[src/rtl/traffic_pkg.sv]
// Shared types and widths for the lane phase sequencer and its timer.
package traffic_pkg;

  localparam int unsigned LANE_W = 2;
  localparam int unsigned DUR_W  = 12;

  typedef enum logic [2:0] {
    IDLE    = 3'd0,
    REQ     = 3'd1,
    GREEN   = 3'd2,
    YELLOW  = 3'd3,
    ALL_RED = 3'd4
  } state_t;

  typedef enum logic [1:0] {
    L_RED    = 2'b00,
    L_GREEN  = 2'b01,
    L_YELLOW = 2'b10,
    L_IDLE   = 2'b11
  } light_t;

endpackage

[src/rtl/phase_timer.sv]
// Loadable down-counter for the timed phases; decrements on tick while running.
module phase_timer
  import traffic_pkg::*;
(
  input  logic             clk,
  input  logic             rst,
  input  logic             load,
  input  logic [DUR_W-1:0] load_val,
  input  logic             en,
  input  logic             tick,
  input  logic             run,
  output logic [DUR_W-1:0] count,
  output logic             last_c
);

  // Load has priority; the count saturates at zero rather than wrapping.
  always_ff @(posedge clk) begin
    if (rst) begin
      count <= '0;
    end else if (load) begin
      count <= load_val;
    end else if (en && tick && run && (count != '0)) begin
      count <= count - DUR_W'(1);
    end
  end

  assign last_c = (count == DUR_W'(1));

endmodule

[src/rtl/lane_phase_sequencer.sv]
// Four-lane GREEN -> YELLOW -> ALL_RED sequencer with optimizer handshake.
module lane_phase_sequencer
  import traffic_pkg::*;
#(
  parameter int unsigned YELLOW_T  = 3,
  parameter int unsigned ALLRED_T  = 2,
  parameter int unsigned MIN_GREEN = 5,
  parameter int unsigned MAX_GREEN = 120
) (
  input  logic              clk,
  input  logic              rst,
  input  logic              run,
  input  logic              tick,
  input  logic [DUR_W-1:0]  green_time,
  input  logic              green_valid,
  output logic              req,
  output logic              dur_en,
  output logic [LANE_W-1:0] lane_sel,
  output logic [1:0]        light,
  output logic [DUR_W-1:0]  count,
  output logic              phase_done
);

  state_t           state;
  light_t           light_q;
  logic             accept;
  logic             adv;
  logic             timed;
  logic             zero;
  logic             last_c;
  logic             tmr_load;
  logic [DUR_W-1:0] tmr_val;
  logic             tmr_en;

  function automatic logic [DUR_W-1:0] clamp_green(input logic [DUR_W-1:0] v);
    if (v < DUR_W'(MIN_GREEN)) begin
      return DUR_W'(MIN_GREEN);
    end else if (v > DUR_W'(MAX_GREEN)) begin
      return DUR_W'(MAX_GREEN);
    end
    return v;
  endfunction

  assign accept = (state == REQ) && green_valid && run;
  assign adv    = tick && run;
  assign timed  = (state == GREEN) || (state == YELLOW) || (state == ALL_RED);
  assign zero   = (count == '0);
  assign light  = light_q;

  // Timer control: load on accept, phase change or zero recovery; otherwise count down.
  always_comb begin
    tmr_load = 1'b0;
    tmr_val  = '0;
    tmr_en   = 1'b0;
    if (accept) begin
      tmr_load = 1'b1;
      tmr_val  = clamp_green(green_time);
    end else if (timed) begin
      if (zero) begin
        tmr_load = 1'b1;
        tmr_val  = DUR_W'(ALLRED_T);
      end else if (last_c) begin
        tmr_load = adv;
        case (state)
          GREEN:   tmr_val = DUR_W'(YELLOW_T);
          YELLOW:  tmr_val = DUR_W'(ALLRED_T);
          default: tmr_val = '0;
        endcase
      end else begin
        tmr_en = 1'b1;
      end
    end
  end

  phase_timer u_timer (
    .clk      (clk),
    .rst      (rst),
    .load     (tmr_load),
    .load_val (tmr_val),
    .en       (tmr_en),
    .tick     (tick),
    .run      (run),
    .count    (count),
    .last_c   (last_c)
  );

  // Phase FSM with registered handshake, lamp and lane outputs.
  always_ff @(posedge clk) begin
    if (rst) begin
      state      <= IDLE;
      light_q    <= L_IDLE;
      lane_sel   <= '0;
      req        <= 1'b0;
      dur_en     <= 1'b0;
      phase_done <= 1'b0;
    end else begin
      dur_en     <= 1'b0;
      phase_done <= 1'b0;
      case (state)
        IDLE: begin
          if (run) begin
            state   <= REQ;
            req     <= 1'b1;
            light_q <= L_RED;
          end
        end
        REQ: begin
          if (accept) begin
            state   <= GREEN;
            req     <= 1'b0;
            dur_en  <= 1'b1;
            light_q <= L_GREEN;
          end
        end
        GREEN, YELLOW, ALL_RED: begin
          if (zero) begin
            state   <= ALL_RED;
            light_q <= L_RED;
          end else if (adv && last_c) begin
            case (state)
              GREEN: begin
                state   <= YELLOW;
                light_q <= L_YELLOW;
              end
              YELLOW: begin
                state   <= ALL_RED;
                light_q <= L_RED;
              end
              default: begin
                state      <= REQ;
                req        <= 1'b1;
                light_q    <= L_RED;
                lane_sel   <= LANE_W'(lane_sel + 1'b1);
                phase_done <= 1'b1;
              end
            endcase
          end
        end
        default: begin
          state   <= IDLE;
          light_q <= L_IDLE;
          req     <= 1'b0;
        end
      endcase
    end
  end

endmodule

[config.mk]
export PLATFORM = sky130hd
export DESIGN_NAME = lane_phase_sequencer
export DESIGN_NICKNAME = d
export VERILOG_FILES = /design/src/rtl/traffic_pkg.sv /design/src/rtl/phase_timer.sv /design/src/rtl/lane_phase_sequencer.sv
export SDC_FILE = /design/constraint.sdc
export NUM_CORES = 1
export LEC_CHECK = 0
export CAP_MARGIN = 20
export CORE_MARGIN = 8
export CORE_UTILIZATION = 44
export DETAILED_ROUTE_END_ITERATION = 6
export HOLD_SLACK_MARGIN = 0.15
export PLACE_DENSITY_LB_ADDON = 0.08
export SKIP_CTS_REPAIR_TIMING = 1
export SYNTH_ARGS = -nofsm -noshare
export SYNTH_HDL_FRONTEND = slang
export SYNTH_HIERARCHICAL = 1
export SYNTH_SLANG_ARGS = --single-unit
[constraint.sdc]
create_clock -name clk -period 2.59 [get_ports clk]
set_clock_uncertainty 0.15 [all_clocks]
set_input_delay 0.518 -clock clk [delete_from_list [all_inputs] [get_ports clk]]
set_output_delay 0.518 -clock clk [all_outputs]
set_load 0.05 [all_outputs]
==> reports/results.txt, run 1 <==
RSZ-0062 raised after global routing -> true
io pins -> 36
final hold violations -> 0
HP Class -> register to register
Warnings, synthesis -> 6
Placed Instance Area -> 2010 um^2
Root Driver -> clkbuf_4
Core ar. -> 3280 um^2
Final Cycle Share -> 97.7%
Die Y -> 74.0 um
Worst-Margin Slew -> 0.585 ns
WS Path Type -> register to register
TNS Setup -> 0 ns
post-synth top area share -> 29.8%
fraction of synthesis flops using an asynchronous set or reset pin -> 0%
Static Leak -> 0.762 nW
largest net degree at the start of global routing -> 17
std cell rows -> 21
sequential share of power -> 21.6%
critical path fanouts, max -> 9
combinational power share -> 69.1%
Setup Viol. Count Final -> 0
Port Buf Inserts -> 35
first-pass GRT wire length -> 7340 um
CTS Sinks -> 22
mapped cell area -> 1480 um^2
CP Data Required Time -> 2.65 ns
WL/cell -> 15.1 um
Post-synth top flop -> dfxtp_1
maximum buffer depth of the clock tree -> 2
outcome -> finished, final reports clean
Inserted Clock Buffers -> 3
Final Power -> 2.93 mW
total of max-cap violations -> 0
vias in the first global route -> 1,580
Highest Clock Rate -> 0.395 GHz
Synth Area in XOR/XNOR -> 1.18%
Nets -> 265
FF+latch count, synth -> 22
Total Die Area -> 5470 um^2
Initial Util -> 45.0%
Cell variety after synth -> 50
DRC -> 0
clk_lat worst skew -> 0.32 ns
Sw Share -> 51.2%
CTS H-Tree Depth -> 1
VDD IR max -> 0.997 mV
drt pass-1 iters -> 4
min Tclk post-route -> 2.53 ns
vias per std cell -> 5.68
Synth Area in Simple Gates -> 36.5%
switching power -> 1.50 mW
via count -> 1,647
CTS tree -> built
Clock power frac -> 9.3%
Die W -> 74.0 um
pwr/cell area -> 1400 nW/um^2
layout cell share with drive strength beyond 1 -> 23.4%
synthesized instance count -> 191
total track usage -> 16.8%
register area share after synthesis -> 29.8%
library cell with the largest summed area after synthesis -> dfxtp_1
Max transition margin -> 60.9%
Worst setup EP type -> register
synth top area cells -> dfxtp_1 30%, nor2_1 10%, a311oi_1 5.3%, o21ai_0 4.1%, or4_1 4.1%
Area Overhead vs Synth -> 41.0%
initial antenna violation count -> 0
grt total ovfl -> 0
Clock transition at path regs -> 0.13 ns
Startpoint Class -> register
Synth Area in Compound Gates -> 22.6%
DPL Wire Length -> 3370 um
Worst Hold Margin -> 0.328 ns
Adder-Cell Fraction of Synth Area -> 3.30%
n_diodes -> 0
Routed Wire Length -> 4390 um
Worst Path Arrival -> 2.59 ns
largest family of logic cells by synthesized area -> simple AND/OR/NAND/NOR gates
Routed Antenna Nets -> 0
Routability Congestion -> 0.887
Power Internal -> 1.43 mW
Post-synth EDFFs -> 0
drt initial violations -> 90
fin area -> 2090 um^2
Final Slew Violations -> 0
mux contribution to synthesized area -> 1.44%
syn avg cell area -> 7.74 um^2
## through the flow
| step | utilization, % | setup WS, ns | cells |
|---|---|---|---|
| finish | 63.5 | 0.0594 | 290 |
| CTS | 62.9 | -0.0670 | 290 |
| global route | 63.5 | -0.0114 | 290 |
| global placement | 61.3 | 0.0562 | 286 |
| detailed placement | 61.3 | 0.0126 | 286 |
| floorplan | - | -0.0576 | 195 |
## placed cells by master, fill, tap and decap left out, types with 2 or more instances in the layout
cell type | synthesis | routed
ha_1 | 3 | 3
nand2_1 | 9 | 9
nor2_1 | 40 | 40
o31ai_1 | 6 | 6
nor3_2 | 1 | 2
clkdlybuf4s50_1 | 0 | 35
dfxtp_1 | 22 | 9
and4_1 | 2 | 2
buf_4 | 1 | 17
nor4_2 | 2 | 4
o21ai_0 | 12 | 12
and3_2 | 1 | 2
conb_1 | 1 | 5
or2_2 | 3 | 3
xor2_1 | 2 | 2
nand3_1 | 6 | 6
a21oi_1 | 8 | 8
nor3_1 | 6 | 5
dfxtp_2 | 0 | 13
clkbuf_4 | 0 | 3
or4_1 | 8 | 8
nand4_1 | 5 | 5
inv_1 | 4 | 4
or3_2 | 4 | 4
a311oi_1 | 9 | 9
## registers in the layout (all words and copies together) (netlist names)
name	flops
lane_sel	2
dur_en	1
state	3
u_timer/count	12
light	2
phase_done	1
req	1
## Yosys cell counts, types with 4 or more instances
cell type and n:
inv_1 4, a21oi_1 8, nor3_1 6, o21ai_0 12, clkbuf_1 4, dfxtp_1 22
or3_2 4, o31ai_1 6, nand3_1 6, nor2_1 40, nand4_1 5, or4_1 8
a311oi_1 9, nand2_1 9
## critical path, stage by stage (launching register included)
cell and delay (ns):
dfxtp_2 0.39, nor4_2 0.40, and4_1 0.30, buf_4 0.14, and3_2 0.18, nor2_1 0.05, o21ai_0 0.15, buf_4 0.17
inv_1 0.08, buf_4 0.17, a311oi_1 0.26
## cell families (layout without fill, tap and decap cells)
| kind of cell | count (synthesis) | in the layout |
|---|---|---|
| AND/OR/NAND/NOR | 100 | 100 |
| AO/OA/AOI/OAI | 48 | 48 |
| flip-flops | 22 | 22 |
| buffers and inverters | 12 | 61 |
| adder cells (fa/ha/maj) | 4 | 4 |
| XOR/XNOR | 2 | 2 |
| multiplexers | 2 | 2 |
| other | 1 | 5 |
## metal layers
layer / vias to the layer above / track usage [%] / wire length, um
met3: 6 / 4.72 / 369
met4: 0 / 6.21 / 68
met5: - / 0 / 0
met2: 54 / 27.1 / 2020
met1: 757 / 20.7 / 1930
li1: 830 / - / -
## path summary, 6_finish.rpt
kind | start | endpoint | slack, ns | depth (start not counted)
setup / recovery | u_timer/count[2] | u_timer/count[5] | 0.06 | 10
hold / removal | light[0] | light[0] | 0.33 | 2
setup reg to reg | u_timer/count[2] | u_timer/count[5] | 0.06 | 10
hold reg to reg | light[0] | light[0] | 0.33 | 2
## power by group through the flow
stage,logic (mW),clock network [mW],registers [mW]
6_report,2.02,0.273,0.631
5_1_grt,2.20,0.291,0.657
4_1_cts,2.00,0.278,0.623
3_5_place_dp,1.99,0,0.631
3_3_place_gp,1.95,0,0.622
2_1_floorplan,1.10,0,0.920
## area by class of cell
class	count	area [um^2]
clock buffers	3	22.5
clock inverters	1	30.0
fillers	290	1200
inverters	4	15.0
multi-input cells	161	1010
flip-flops and latches	22	457
well taps	46	57.6
repair buffers	53	498
Note: power is estimated with default switching activity, not from simulation.
==> run 2, diff against run 1 <==
- SYNTH_HIERARCHICAL: 1 -> default
==> reports/results.txt, run 2 <==
outcome -> finished, final reports clean
CP Data Required Time -> 2.69 ns (+0.04 ns)
maximum buffer depth of the clock tree -> 2 (unchanged)
Largest regs -> u_timer.count (12), state (3)
pwr/cell area -> 1200 nW/um^2 (-14%)
Startpoint Class -> register
synthesized instance count -> 184 (-3.7%)
Worst setup EP type -> register
mapped cell area -> 1530 um^2 (+3.6%)
vias in the first global route -> 1,497 (-5.3%)
synth top area cells -> dfxtp_1 29%, o21ai_0 5.2%, nor2_1 5.1%, a211oi_1 4.4%, xor2_1 3.4%
most frequent cell after synthesis -> dfxtp_1
family with the most delay on the worst path -> compound AO/OA/AOI/OAI gates
pre-CTS WS -> 0.0795 ns (+0.0668 ns)
DRC -> 0 (unchanged)
CTS tree -> built
Final Slew Violations -> 0 (unchanged)
CP max stage cell -> dfxtp_1
final hold violations -> 0 (unchanged)
Routed Antenna Nets -> 0 (unchanged)
VDD IR max -> 0.516 mV (-48%)
FF-to-FF End -> u_timer.count[4]
Worst Slack Setup Final -> 0.166 ns (+0.107 ns)
WS Path Type -> register to register
r2r startpoint -> u_timer.count[0]
commonest non-fill, non-tap cell in the layout -> clkdlybuf4s50_1
first-pass GRT wire length -> 6970 um (-5.1%)
WL/cell -> 15.2 um (+0.63%)
total track usage -> 15.8% (-0.97 points)
Final Power -> 2.37 mW (-19%)
layout cell share with drive strength beyond 1 -> 14.5% (-8.8 points)
Port Buf Inserts -> 35 (unchanged)
largest net degree at the start of global routing -> 19 (+2)
CTS Sinks -> 22 (unchanged)
Cell variety after synth -> 64 (+28%)
Routability Congestion -> 0.934 (+5.4%)
total of max-cap violations -> 0 (unchanged)
initial antenna violation count -> 0 (unchanged)
Worst Hold Margin -> 0.338 ns (+0.0105 ns)
Placed Instance Area -> 1930 um^2 (-4.0%)
CTS H-Tree Depth -> 1 (unchanged)
Post-synth EDFFs -> 0 (unchanged)
Static Leak -> 0.724 nW (-5.0%)
Post-synth top flop -> dfxtp_1
Total Die Area -> 5620 um^2 (+2.8%)
Warnings, synthesis -> 0 (-6)
largest reg by FF count -> u_timer.count
Die W -> 75.0 um (+1.4%)
library cell with the largest summed area after synthesis -> dfxtp_1
HP Class -> register to register
Die Y -> 75.0 um (+1.4%)
drt initial violations -> 80 (-11%)
max reg flops -> 12 (unchanged)
Core ar. -> 3340 um^2 (+1.6%)
Clock transition at path regs -> 0.13 ns (about the same)
Worst Path Arrival -> 2.52 ns (-0.07 ns)
std cell rows -> 21 (unchanged)
Inserted Clock Buffers -> 3 (unchanged)
n_diodes -> 0 (unchanged)
Max stage delay on crit path -> 0.38 ns (-0.02 ns)
Min-Delay Startpoint -> light[0]
DPL Wire Length -> 3240 um (-3.9%)
Final Cycle Share -> 93.6% (-4.1 points)
Highest Clock Rate -> 0.413 GHz (+4.4%)
drt pass-1 iters -> 4 (unchanged)
most frequent cells in the layout -> 35 x clkdlybuf4s50_1, 22 x dfxtp_1, 21 x nor2_1
Initial Util -> 45.9% (+0.87 points)
Max transition margin -> 64.7% (+3.8 points)
min Tclk post-route -> 2.42 ns (-0.107 ns)
Synth top cells by count -> 22 x dfxtp_1, 21 x nor2_1, 16 x o21ai_0
R2R Setup Slk -> 0.17 ns (+0.11 ns)
clk_lat worst skew -> 0.32 ns (about the same)
vias per std cell -> 5.62 (-1.1%)
grt total ovfl -> 0 (unchanged)
Area Overhead vs Synth -> 28.4%
Worst-Margin Slew -> 0.524 ns (-0.0607 ns)
r2r worst-path depth -> 7 (-3)
TNS Setup -> 0 ns (unchanged)
fin area -> 1970 um^2 (-5.7%)
post-synth top area share -> 28.8% (-1.0 points)
Hold Path End -> light[0]
io pins -> 36 (unchanged)
Root Driver -> clkbuf_4
Routed Wire Length -> 4050 um (-7.7%)
Buf+Inv Stages, Crit Path -> 1 (-3)
via count -> 1,494 (-9.3%)
Nets -> 241 (-9.1%)
syn avg cell area -> 8.32 um^2 (+7.5%)
RSZ-0062 raised after global routing -> false
crit-path cells -> inv_1 -> ha_1 -> nor4b_1 -> nand3_1 -> a21boi_2 -> a21oi_1 -> a211oi_1
register area share after synthesis -> 28.8% (-1.0 points)
Setup Viol. Count Final -> 0 (unchanged)
fraction of synthesis flops using an asynchronous set or reset pin -> 0% (unchanged)
Syn Nets -> 204
critical path fanouts, max -> 8 (-1)
Hold Crit Depth -> 2 (unchanged)
FF+latch count, synth -> 22 (unchanged)
run 2: cell types whose count changed in the layout (fill, tap and decap cells not counted), moves of 5 or more:
cell,change
nor2_1,-19
dfxtp_1,+13
dfxtp_2,-13
buf_4,-12
a211oi_1,+8
a311oi_1,-8
or4_1,-7
conb_1,-5
run 2: cell families (layout without fill, tap and decap cells):
group	after synthesis	after routing	share of synthesized area (%)
buffers and inverters	15	51	4.74
adders and majority gates	4	4	3.10
and+or+nand+nor	78	78	31.2
xor gates and xnor gates	7	7	4.00
muxes	1	1	0.980
AOI/OAI and AO/OA	57	57	27.2
DFF	22	22	28.8
run 2: worst max-delay path by stage:
stage | startpoint | endpoint | slack, ns | cells after the start
3_3_place_gp | green_time[11] | u_timer.count[1] | 0.18 | 6
6_report | u_timer.count[0] | u_timer.count[4] | 0.17 | 7
3_5_place_dp | green_time[9] | u_timer.count[0] | 0.08 | 6
4_1_cts | u_timer.count[0] | u_timer.count[4] | 0.19 | 7
2_1_floorplan | u_timer.count[0] | u_timer.count[11] | 0.26 | 6
5_1_grt | u_timer.count[0] | u_timer.count[3] | 0.02 | 7
run 2: metal layers:
metal | global-route usage, % | wire (um)
met1 | 19.1 | 1780
met2 | 26.5 | 2000
met3 | 3.06 | 200
met4 | 6.74 | 72
met5 | 0 | 0
run 2: power breakdown:
group | internal, mW | switching (mW)
logic | 0.625 | 0.968
registers | 0.426 | 0.151
clock network | 0.0860 | 0.110
total | 1.14 | 1.23
run 2: area by class of cell:
class | count | area [um^2]
Inverter | 7 | 26.3
Clock buffer | 4 | 36.3
Sequential cell | 22 | 440
Multi-Input combinational cell | 147 | 1020
Timing Repair Buffer | 40 | 388
Tap cell | 46 | 57.6
Fill cell | 331 | 1370
run 2: tightest hold or removal path: cells and delay by family (launching register included):
kind                   cells  cell delay, ns
DFF                        1            0.33
buffers and inverters      1            0.04
AOI/OAI and AO/OA          1            0.07
run 2: metrics by stage:
stage / utilization [%] / instances
after global placement: 57.9 / 262
final: 58.9 / 266
after global routing: 58.9 / 266
after detailed placement: 57.9 / 262
after CTS: 58.9 / 266
after floorplan: - / 184
==> run 3, diff against run 2 <==
- clock period: 2.59 -> 3.1 ns (I/O delays scaled with it)
==> reports/results.txt, run 3 (synthesized netlist as in run 2, its figures left out) <==
io pins -> 36 (unchanged)
final hold violations -> 0 (unchanged)
largest reg by FF count -> u_timer.count
largest net degree at the start of global routing -> 19 (unchanged)
Total Die Area -> 5620 um^2 (unchanged)
cell count after placement -> 257 (-1.9%)
n_diodes -> 0 (unchanged)
max reg flops -> 12 (unchanged)
Worst-Margin Slew -> 0.660 ns (+0.136 ns)
via count -> 1,475 (-1.3%)
Initial Util -> 45.9% (unchanged)
total of max-cap violations -> 0 (unchanged)
VDD IR max -> 0.561 mV (+8.8%)
R2R Setup Slk -> 0.69 ns (+0.52 ns)
Final Slew Violations -> 0 (unchanged)
most frequent cells in the layout -> 35 x clkdlybuf4s50_1, 22 x dfxtp_1, 21 x nor2_1
Root Driver -> clkbuf_4
std cell rows -> 21 (unchanged)
CTS Sinks -> 22 (unchanged)
Largest regs -> u_timer.count (12), state (3)
Max stage delay on crit path -> 0.87 ns (+0.49 ns)
Die Y -> 75.0 um (unchanged)
Die W -> 75.0 um (unchanged)
Routability Congestion -> 0.887 (-5.0%)
TNS Setup -> 0 ns (unchanged)
CTS tree -> built
crit-path cells -> clkdlybuf4s50_1
Routed Antenna Nets -> 0 (unchanged)
drt pass-1 iters -> 4 (unchanged)
commonest non-fill, non-tap cell in the layout -> clkdlybuf4s50_1
DRC -> 0 (unchanged)
Worst Path Arrival -> 1.71 ns (-0.81 ns)
Clock transition at path regs -> 0.13 ns (about the same)
layout cell share with drive strength beyond 1 -> 12.6% (-2.0 points)
WL/cell -> 15.1 um (-0.57%)
total track usage -> 14.1% (-1.8 points)
min Tclk post-route -> 2.48 ns
Routed Wire Length -> 3950 um (-2.4%)
family with the most delay on the worst path -> buffers and inverters
DPL Wire Length -> 3040 um (-6.3%)
Port Buf Inserts -> 35 (unchanged)
RSZ-0062 raised after global routing -> false
clk_lat worst skew -> 0.31 ns (about the same)
Startpoint Class -> register
Nets -> 236 (-2.1%)
Area Overhead vs Synth -> 27.0%
initial antenna violation count -> 0 (unchanged)
Core ar. -> 3340 um^2 (unchanged)
Highest Clock Rate -> 0.404 GHz
Inserted Clock Buffers -> 3 (unchanged)
pwr/cell area -> 1040 nW/um^2 (-14%)
post-route insts no fill -> 261 (-1.9%)
HP Class -> register to register
CP Data Required Time -> 2.33 ns (-0.36 ns)
Buf+Inv Stages, Crit Path -> 1 (unchanged)
drt initial violations -> 84 (+5.0%)
Max transition margin -> 55.9% (-8.9 points)
Final Cycle Share -> 79.9%
Setup Viol. Count Final -> 0 (unchanged)
CTS H-Tree Depth -> 1 (unchanged)
vias per std cell -> 5.65 (+0.62%)
grt total ovfl -> 0 (unchanged)
CP max stage cell -> clkdlybuf4s50_1
maximum buffer depth of the clock tree -> 2 (unchanged)
Worst setup EP type -> output pin
WS Path Type -> register to output pin
first-pass GRT wire length -> 6220 um (-11%)
Static Leak -> 0.707 nW (-2.3%)
vias in the first global route -> 1,358 (-9.3%)
outcome -> finished, final reports clean
critical path fanouts, max -> 9 (+1)
## run 3: changes by cell type in the layout (fill, tap and decap cells not counted)
| cell | previous run | this run |
|---|---|---|
| bufinv_16 | 0 | 1 |
| clkbuf_8 | 1 | 0 |
| buf_4 | 5 | 0 |
## run 3: tightest hold or removal path, cell delays in order (launching register included)
cell and delay (ns):
dfxtp_1 0.34, inv_1 0.04, o21ai_0 0.07
## run 3: final cells by class
class	count	area (um^2)
well taps	46	57.6
clock inverters	1	30.0
inverters	7	26.3
multi-input cells	147	1020
clock buffers	3	22.5
fillers	316	1390
repair buffers	35	350
flip-flops and latches	22	440
## run 3: metrics by stage
step	instance area (um^2)	hold slack [ns]	util, %	setup slack [ns]	total power, mW
2_1_floorplan	1530	0.489	-	0.774	1.49
3_3_place_gp	1890	0.310	56.7	0.509	1.77
4_1_cts	1950	0.337	58.3	0.621	2.01
3_5_place_dp	1890	0.320	56.7	0.457	1.78
6_report	1950	0.333	58.3	0.625	2.02
5_1_grt	1950	0.390	58.3	0.534	2.14
## run 3: where the power goes
part	switching [mW]	total (mW)	internal, mW
clock	0.0934	0.224	0.131
sequential	0.129	0.486	0.356
combinational	0.803	1.31	0.506
## run 3: path summary, 6_finish.rpt
kind	from	end	cells after the start
worst max register to register	u_timer.count[0]	u_timer.count[4]	7
worst max-delay path	u_timer.count[2]	count[2]	1
worst min register to register	light[0]	light[0]	2
worst min-delay path	light[0]	light[0]	2
## run 3: per-layer routing
metal	track usage [%]	up-vias	wire (um)	part of all wire, %
li1	-	747	-	-
met1	17.8	692	1760	44
met2	22.5	34	1920	49
met3	4.26	2	260	6.6
met4	3.48	0	18	0.46
met5	0	-	0	0
